## src/rtl/layer_sequencer.sv

```systemverilog
// layer_sequencer: steps one fully-connected layer through clear/MAC/activation/write per neuron.
// Optional LAYER_SEQ_PERF_EN adds a saturating cycle_cnt covering the busy and done cycles.
module layer_sequencer #(
  parameter int N_NEURONS = 4,
  parameter int CNT_W     = 3,
  parameter int IDX_W     = 2
) (
  input  logic                       clk,
  input  logic                       reset_n,
  input  logic                       start,
  input  logic [N_NEURONS*CNT_W-1:0] n_inputs,
  output logic                       busy,
  output logic                       done,
  output logic                       mac_clr,
  output logic                       mac_en,
  output logic [CNT_W-1:0]           in_addr,
  output logic [IDX_W+CNT_W-1:0]     w_addr,
  output logic                       act_valid,
  input  logic                       act_ready,
  output logic                       out_we,
  output logic [IDX_W-1:0]           out_addr
`ifdef LAYER_SEQ_PERF_EN
  ,
  output logic [31:0]                cycle_cnt
`endif
);
  typedef enum logic [2:0] {IDLE, CLR, MAC, ACT, WR, DONE} state_t;
  state_t state, nxt;
  logic [N_NEURONS*CNT_W-1:0] snap;
  logic [IDX_W-1:0] k;
  logic [CNT_W-1:0] i;
  logic [CNT_W-1:0] n_k;
  logic last_k, last_i, accept;
  assign n_k = snap[k*CNT_W +: CNT_W];
  assign last_k = k == IDX_W'(N_NEURONS-1);
  assign last_i = i == n_k - CNT_W'(1);
  assign accept = state == IDLE && start;
  assign in_addr = i;
  assign w_addr = {k, i};
  assign out_addr = k;
  always_comb begin
    nxt = state;
    case (state)
      IDLE:    nxt = start ? CLR : IDLE;
      CLR:     nxt = n_k == '0 ? ACT : MAC;
      MAC:     nxt = last_i ? ACT : MAC;
      ACT:     nxt = act_ready ? WR : ACT;
      WR:      nxt = last_k ? DONE : CLR;
      DONE:    nxt = IDLE;
      default: nxt = IDLE;
    endcase
  end
  // Strobes are registered from the next state so each lines up with its state cycle.
  always_ff @(posedge clk or negedge reset_n) begin
    if (!reset_n) begin
      state     <= IDLE;
      snap      <= '0;
      k         <= '0;
      i         <= '0;
      busy      <= 1'b0;
      done      <= 1'b0;
      mac_clr   <= 1'b0;
      mac_en    <= 1'b0;
      act_valid <= 1'b0;
      out_we    <= 1'b0;
    end else begin
      state     <= nxt;
      busy      <= nxt inside {CLR, MAC, ACT, WR};
      done      <= nxt == DONE;
      mac_clr   <= nxt == CLR;
      mac_en    <= nxt == MAC;
      act_valid <= nxt == ACT;
      out_we    <= nxt == WR;
      if (accept) begin
        snap <= n_inputs;
        k    <= '0;
      end
      if (state == WR && !last_k) k <= k + 1'b1;
      if (state == CLR) i <= '0;
      else if (state == MAC && !last_i) i <= i + 1'b1;
    end
  end
`ifdef LAYER_SEQ_PERF_EN
  // Acceptance clears the count and credits the first busy cycle in the same edge.
  always_ff @(posedge clk or negedge reset_n) begin
    if (!reset_n) cycle_cnt <= '0;
    else if (accept) cycle_cnt <= 32'd1;
    else if (nxt != IDLE && cycle_cnt != '1) cycle_cnt <= cycle_cnt + 32'd1;
  end
`endif
endmodule

```

## config.mk

```make
export PLATFORM = sky130hd
export DESIGN_NAME = layer_sequencer
export DESIGN_NICKNAME = d
export VERILOG_FILES = /design/src/rtl/layer_sequencer.sv
export SDC_FILE = /design/constraint.sdc
export NUM_CORES = 1
export LEC_CHECK = 0
export ABC_AREA = 1
export CORE_MARGIN = 3
export CORE_UTILIZATION = 45
export CTS_CLUSTER_DIAMETER = 50
export CTS_CLUSTER_SIZE = 16
export DETAILED_ROUTE_END_ITERATION = 6
export MAX_ROUTING_LAYER = met4
export PLACE_DENSITY = 0.85
export SYNTH_ARGS = -nofsm -noshare
export SYNTH_HDL_FRONTEND = slang
export SYNTH_SLANG_ARGS = --single-unit
```

## constraint.sdc

```tcl
create_clock -name clk -period 3.85 [get_ports clk]
set_clock_uncertainty 0.2 [all_clocks]
set_input_delay 0.77 -clock clk [delete_from_list [all_inputs] [get_ports clk]]
set_output_delay 0.77 -clock clk [all_outputs]
set_load 0.05 [all_outputs]
```

==> results of run 1 <==
-- cell type report --
cell class                 instances  area share (%)
timing repair buffer              31            18.6
clock buffer                       3            1.35
tap                               30            2.26
clock inverter                     1            1.80
multi-input combinational         81            32.6
sequential                        26            39.1
inverter                          17            4.29
-- power by group through the flow --
stage          clock network (mW)  registers (mW)  logic [mW]
6_report                    0.190           0.503       0.900
4_1_cts                     0.191           0.502       0.911
3_3_place_gp                    0           0.499       0.871
3_5_place_dp                    0           0.509       0.905
2_1_floorplan                   0           0.608       0.594
5_1_grt                     0.208           0.519        1.00
-- synth_stat cells (2+ instances only) --
library cell	count	area share (%)
sky130_fd_sc_hd__mux2_2	2	1.7
sky130_fd_sc_hd__nor2_4	2	1.7
sky130_fd_sc_hd__nor2_1	5	1.4
sky130_fd_sc_hd__buf_4	5	2.8
sky130_fd_sc_hd__nand2_1	29	8.3
sky130_fd_sc_hd__a21oi_1	5	1.9
sky130_fd_sc_hd__inv_1	10	2.8
sky130_fd_sc_hd__xnor2_1	2	1.3
sky130_fd_sc_hd__inv_2	5	1.4
sky130_fd_sc_hd__ha_1	4	3.8
sky130_fd_sc_hd__mux2_1	10	8.5
sky130_fd_sc_hd__nand2_2	2	0.95
sky130_fd_sc_hd__o21ai_0	3	1.1
sky130_fd_sc_hd__nand3_1	6	2.3
sky130_fd_sc_hd__a32o_1	2	1.5
sky130_fd_sc_hd__dfrtp_1	26	49
sky130_fd_sc_hd__nand3_2	4	3.0
-- metrics by stage --
| stage | setup slack, ns | instance area [µm²] | instances | hold slack, ns | total power [mW] |
|---|---|---|---|---|---|
| 3_5_place_dp | 1.39 | 1610 | 185 | 0.295 | 1.41 |
| 4_1_cts | 1.00 | 1660 | 189 | 0.327 | 1.60 |
| 5_1_grt | 0.914 | 1660 | 189 | 0.352 | 1.73 |
| 3_3_place_gp | 1.43 | 1610 | 185 | 0.279 | 1.37 |
| 6_report | 0.987 | 1660 | 189 | 0.326 | 1.59 |
| 2_1_floorplan | 1.35 | 1320 | 131 | 0.265 | 1.20 |
-- cells by family (layout without fill, tap and decap cells) --
family	after synthesis	after routing	synth area share, %
simple gates	51	51	20.1
flops	26	26	49.4
buf+inv	24	52	9.50
mux	12	12	10.3
compound gates	11	11	4.94
fa+ha+maj	4	4	3.80
xor+xnor	3	3	1.99
-- layout by cell type, fill, tap and decap left out --
| master | instances |
|---|---|
| sky130_fd_sc_hd__clkbuf_4 | 3 |
| sky130_fd_sc_hd__nor2_4 | 2 |
| sky130_fd_sc_hd__dfrtp_1 | 26 |
| sky130_fd_sc_hd__inv_6 | 1 |
| sky130_fd_sc_hd__nand3_2 | 4 |
| sky130_fd_sc_hd__o21ai_1 | 1 |
| sky130_fd_sc_hd__mux2_2 | 2 |
| sky130_fd_sc_hd__ha_1 | 4 |
| sky130_fd_sc_hd__nor2_1 | 5 |
| sky130_fd_sc_hd__nand3b_2 | 1 |
| sky130_fd_sc_hd__nand2_2 | 2 |
| sky130_fd_sc_hd__nand2_4 | 1 |
| sky130_fd_sc_hd__bufinv_16 | 1 |
| sky130_fd_sc_hd__o21ai_0 | 3 |
| sky130_fd_sc_hd__xor2_1 | 1 |
| sky130_fd_sc_hd__nor3_2 | 1 |
| sky130_fd_sc_hd__clkdlybuf4s50_1 | 31 |
| sky130_fd_sc_hd__xnor2_1 | 2 |
| sky130_fd_sc_hd__nand2_1 | 29 |
| sky130_fd_sc_hd__mux2_1 | 10 |
| sky130_fd_sc_hd__inv_4 | 1 |
| sky130_fd_sc_hd__nand3_1 | 6 |
| sky130_fd_sc_hd__inv_2 | 5 |
| sky130_fd_sc_hd__inv_1 | 10 |
| sky130_fd_sc_hd__a32o_1 | 2 |
| sky130_fd_sc_hd__a21oi_1 | 5 |
-- routing by layer --
layer / up-vias / wire [µm] / GRT usage [%]
met5: - / 0 / -
met4: 0 / 77 / 8.54
met3: 9 / 105 / 2.59
met2: 34 / 1340 / 28.9
met1: 473 / 1070 / 20.2
li1: 476 / - / -
-- flip-flops by register name (all words and copies together), names as in the netlist, 2 cells and up --
| register | cells |
|---|---|
| in_addr | 3 |
| out_addr | 2 |
| snap | 12 |
| state | 3 |
-- path summary, 6_finish.rpt --
kind	end	start	slack, ns	cells after the start
worst max-delay path	out_addr[0]	out_addr[0]	0.99	1
worst min register to register	snap[10]	snap[10]	0.33	1
min in group asynchronous	snap[3]	reset_n	0.82	1
max in group asynchronous	mac_en	reset_n	1.97	1
worst min-delay path	snap[10]	snap[10]	0.33	1
worst max register to register	act_valid	out_addr[0]	1.37	10
==> flow_summary.ini, run 1 <==
[synth]
synth-seq-cells = 26
asyncSetResetFlopFracSynth_pct = 100
post_synth_instance_area_um2 = 1320
seq_total_area_yosys_pct = 49.4
synth_area_per_cell_um2 = 10.1
synth.distinct_cells = 26
syn-num-nets = 151
synth_enable_flop_cells = 0
yosys_warnings = 0
synth_cells = 131
synth_top_flop_cell = sky130_fd_sc_hd__dfrtp_1

[clock_network]
cts_resized = 0
clockBufferDepth = 2
clock_tree_from_tritoncts = done
worstSkewPairLatency_ns = 0.33
htree_levels = 1
cts-root-buf = sky130_fd_sc_hd__clkbuf_4
cts_inserted_buffers = 3
number_of_buffers_inserted_for_hold_repair_after_clock_tree_synthesis = 0
cts_sinks = 26
number_of_setup_buffers_added_after_cts = 0
clkSlewWorstSetupHoldPaths_ns = 0.15

[worst_setup_path]
crit_chain = clkdlybuf4s50_1
worstPathRequired_ns = 2.88
worst-path-buf-inv = 1
worst_path_largest_cell_delay_ns = 0.90
endpoint_kind = output pin
worstSetupPathType = flip-flop to output pin
cp_data_arrival_time_ns = 1.89
timing.critical_path.from_type = flip-flop
path_max_fanout = 12
timing.critical_path.slowest_stage_cell = sky130_fd_sc_hd__clkdlybuf4s50_1
cpLargestDelayFamily = buffers and inverters

[global_routing]
grt-ovfl-total = 0
grt_antenna_before_repair = 0
largest_net_degree_at_the_start_of_global_routing = 27
globalRouteTotalUtil_pct = 17.3
grt_pass1_vias = 1039
first_pass_grt_wire_length_um = 4480

[final_layout]
areaGrowthSynthToFinish_pct = 26.3
seqCellArea_um2 = 651
layout-drive-gt1-share_pct = 15.1
fillerInstances = 230
finalNetCount = 180
postLayoutCoreUtil_pct = 63.2
count_of_antenna_diodes_in_the_layout = 0
multi_input_comb_area_um2 = 542

[routing]
totalWireLength_um = 2600
detail_route.first_pass.iterations = 5
via_per_inst = 5.25
routedWlPerCell_um = 13.7
route.detailed.drc = 0
ant_nets = 0
vias = 992
number_of_drc_violations_after_detailed_routing_iteration_0 = 11

[sta]
min_period_ns = 2.86
worst_pin_slew_ns = 1.11
fmax_mhz = 349
timing.setup.tns_ns = 0
setup-violations-final = 0
hold_violations = 0
worst_slew_margin_rel_pct = 25.8
grt_setup_unrepaired = no
final.period_utilization_pct = 74.4
max_transition_viols_final = 0

[pwr]
worst_ir_drop_vdd_mv = 0.636
power.clock.fraction_pct = 11.9
sequentialPowerShare_pct = 31.6
leak_pwr_nw = 0.796
power.switching_mw = 0.741
fraction_of_power_spent_switching_nets_pct = 46.5
cellInternalPower_mw = 0.852
power.share.combinational_pct = 56.5
power_density_nw_per_um2 = 957

[die]
floorplan.initialDensity_pct = 50.0
core_um2 = 2640
io-pin-count = 32
dieWidth_um = 60.1
floorplan.die.height_um = 60.1
std_cell_rows = 18
fp.dieArea_um2 = 3610

[place]
place.detailed.hpwl_um = 2030
gp_routability_congestion = 0.879
port_buffers = 31

[run_status]
status = finished, final reports clean

[min_path]
min-delay-path-class = flip-flop to flip-flop

[run]
maxCapViolations = 0
No activity file was read; power rests on OpenSTA's default activity.
==> run 2: changes to the inputs <==
clock period = 2.8 ns   (was 3.85 ns; I/O delays follow)
==> run 2 against run 1 <==
Net effect: first-iteration DRC count grew 100%; sequential power grew 37%; combinational power grew 36%; count of clock-buffer cells in the layout is the same; hold slack lost 0.00088 ns; power grew 30%; final area shrank 1.4%; critical endpoint unchanged.
==> flow_summary.ini, run 2 (synthesized netlist as in run 1, its figures left out) <==
[run_status]
status = finished, final reports clean

[worst_setup_path]
cpLargestDelayFamily = buffers and inverters
worst_r2r_path_depth = 11
worst_path_largest_cell_delay_ns = 0.90
setup.reg_to_reg.worst_slack_ns = 0.43
worstReg2RegEnd = busy
timing.critical_path.slowest_stage_cell = sky130_fd_sc_hd__clkdlybuf4s50_1
worst-path-buf-inv = 1
critical_path.reg2reg.startpoint = out_addr[0]
endpoint_kind = output pin
cp_data_arrival_time_ns = 1.85
path_max_fanout = 12
worstSetupPathType = flip-flop to output pin
timing.critical_path.from_type = flip-flop
worstPathRequired_ns = 2.04
crit_chain = clkdlybuf4s50_1

[routing]
ant_nets = 0
vias = 994
route.detailed.drc = 0
number_of_drc_violations_after_detailed_routing_iteration_0 = 22
detail_route.first_pass.iterations = 4
via_per_inst = 5.26
totalWireLength_um = 2420
routedWlPerCell_um = 12.8

[sta]
fmax_mhz = 383
grt_setup_unrepaired = no
timing.setup.tns_ns = 0
fin_hold_ws_ns = 0.325
worst_pin_slew_ns = 0.509
final.period_utilization_pct = 93.2
setup-violations-final = 0
worst_slew_margin_rel_pct = 65.9
max_transition_viols_final = 0
hold_violations = 0
min_period_ns = 2.61

[min_path]
worst_hold_path.num_cells = 1
hold_start = snap[7]
min-delay-path-class = flip-flop to flip-flop
holdPathEnd = snap[7]

[final_layout]
areaGrowthSynthToFinish_pct = 24.6
most-common-layout-cells = sky130_fd_sc_hd__clkdlybuf4s50_1, sky130_fd_sc_hd__nand2_1, sky130_fd_sc_hd__dfrtp_1, sky130_fd_sc_hd__inv_1, sky130_fd_sc_hd__mux2_1
fillerInstances = 220
seqCellArea_um2 = 651
largest_reg_flops = 12
count_of_antenna_diodes_in_the_layout = 0
multi_input_comb_area_um2 = 542
layout.cell_area.non_filler_um2 = 1640
finalNetCount = 181
layout-drive-gt1-share_pct = 15.1
largest-register = snap
mostFrequentLayoutCell = sky130_fd_sc_hd__clkdlybuf4s50_1
stdcell_count = 189

[place]
place.detailed.hpwl_um = 1890
placement.cell_area_um2 = 1620
placed_cells_incl_taps = 186
gp_routability_congestion = 0.822
port_buffers = 31

[global_routing]
grt-ovfl-total = 0
largest_net_degree_at_the_start_of_global_routing = 27
first_pass_grt_wire_length_um = 4280
grt_pass1_vias = 1006
grt_antenna_before_repair = 0
globalRouteTotalUtil_pct = 16.2

[die]
fp.dieArea_um2 = 3610
floorplan.die.height_um = 60.1
core_um2 = 2640
dieWidth_um = 60.1
floorplan.initialDensity_pct = 50.0
io-pin-count = 32
std_cell_rows = 18

[clock_network]
number_of_setup_buffers_added_after_cts = 0
clkSlewWorstSetupHoldPaths_ns = 0.13
cts-root-buf = sky130_fd_sc_hd__clkbuf_4
clock_tree_from_tritoncts = done
number_of_buffers_inserted_for_hold_repair_after_clock_tree_synthesis = 0
htree_levels = 1
clockBufferDepth = 2
cts_inserted_buffers = 3
cts_sinks = 26
cts_resized = 0
worstSkewPairLatency_ns = 0.31

[pwr]
leak_pwr_nw = 0.787
power_density_nw_per_um2 = 1260
worst_ir_drop_vdd_mv = 0.887

[run]
maxCapViolations = 0
-- run 2: per-layer routing --
layer  vias to the layer above  routed length [µm]  GRT usage [%]
li1                        476                   -              -
met1                       489                1060           19.6
met2                        24                1200           26.7
met3                         5                 102           2.81
met4                         0                  48           6.65
met5                         -                   0              -
-- run 2: cell type report --
type	instances	area share, %
inverter	17	4.34
sequential	26	39.6
clock buffer	3	1.37
timing repair buffer	32	19.4
multi-input combinational	81	33.0
tap	30	2.29
-- run 2: worst max path at each step --
stage | from | endpoint | cells past startpoint
6_report | out_addr[0] | out_addr[0] | 1
5_1_grt | out_addr[0] | out_addr[0] | 1
3_5_place_dp | out_addr[0] | busy | 11
4_1_cts | out_addr[0] | out_addr[0] | 1
2_1_floorplan | out_addr[1] | busy | 11
3_3_place_gp | out_addr[0] | busy | 11
-- run 2: power breakdown --
group	internal, mW	total [mW]	switching (mW)
sequential	0.539	0.690	0.152
clock	0.0504	0.153	0.103
combinational	0.488	1.22	0.736
total	1.08	2.07	0.991
-- run 2: through the flow --
| stage | total power [mW] | setup slack, ns | util [%] |
|---|---|---|---|
| floorplan | 1.65 | 0.296 | - |
| global placement | 1.89 | 0.518 | 61.4 |
| detailed placement | 1.93 | 0.439 | 61.4 |
| CTS | 2.09 | 0.177 | 62.3 |
| global route | 2.25 | 0.0976 | 62.3 |
| finish | 2.07 | 0.191 | 62.3 |
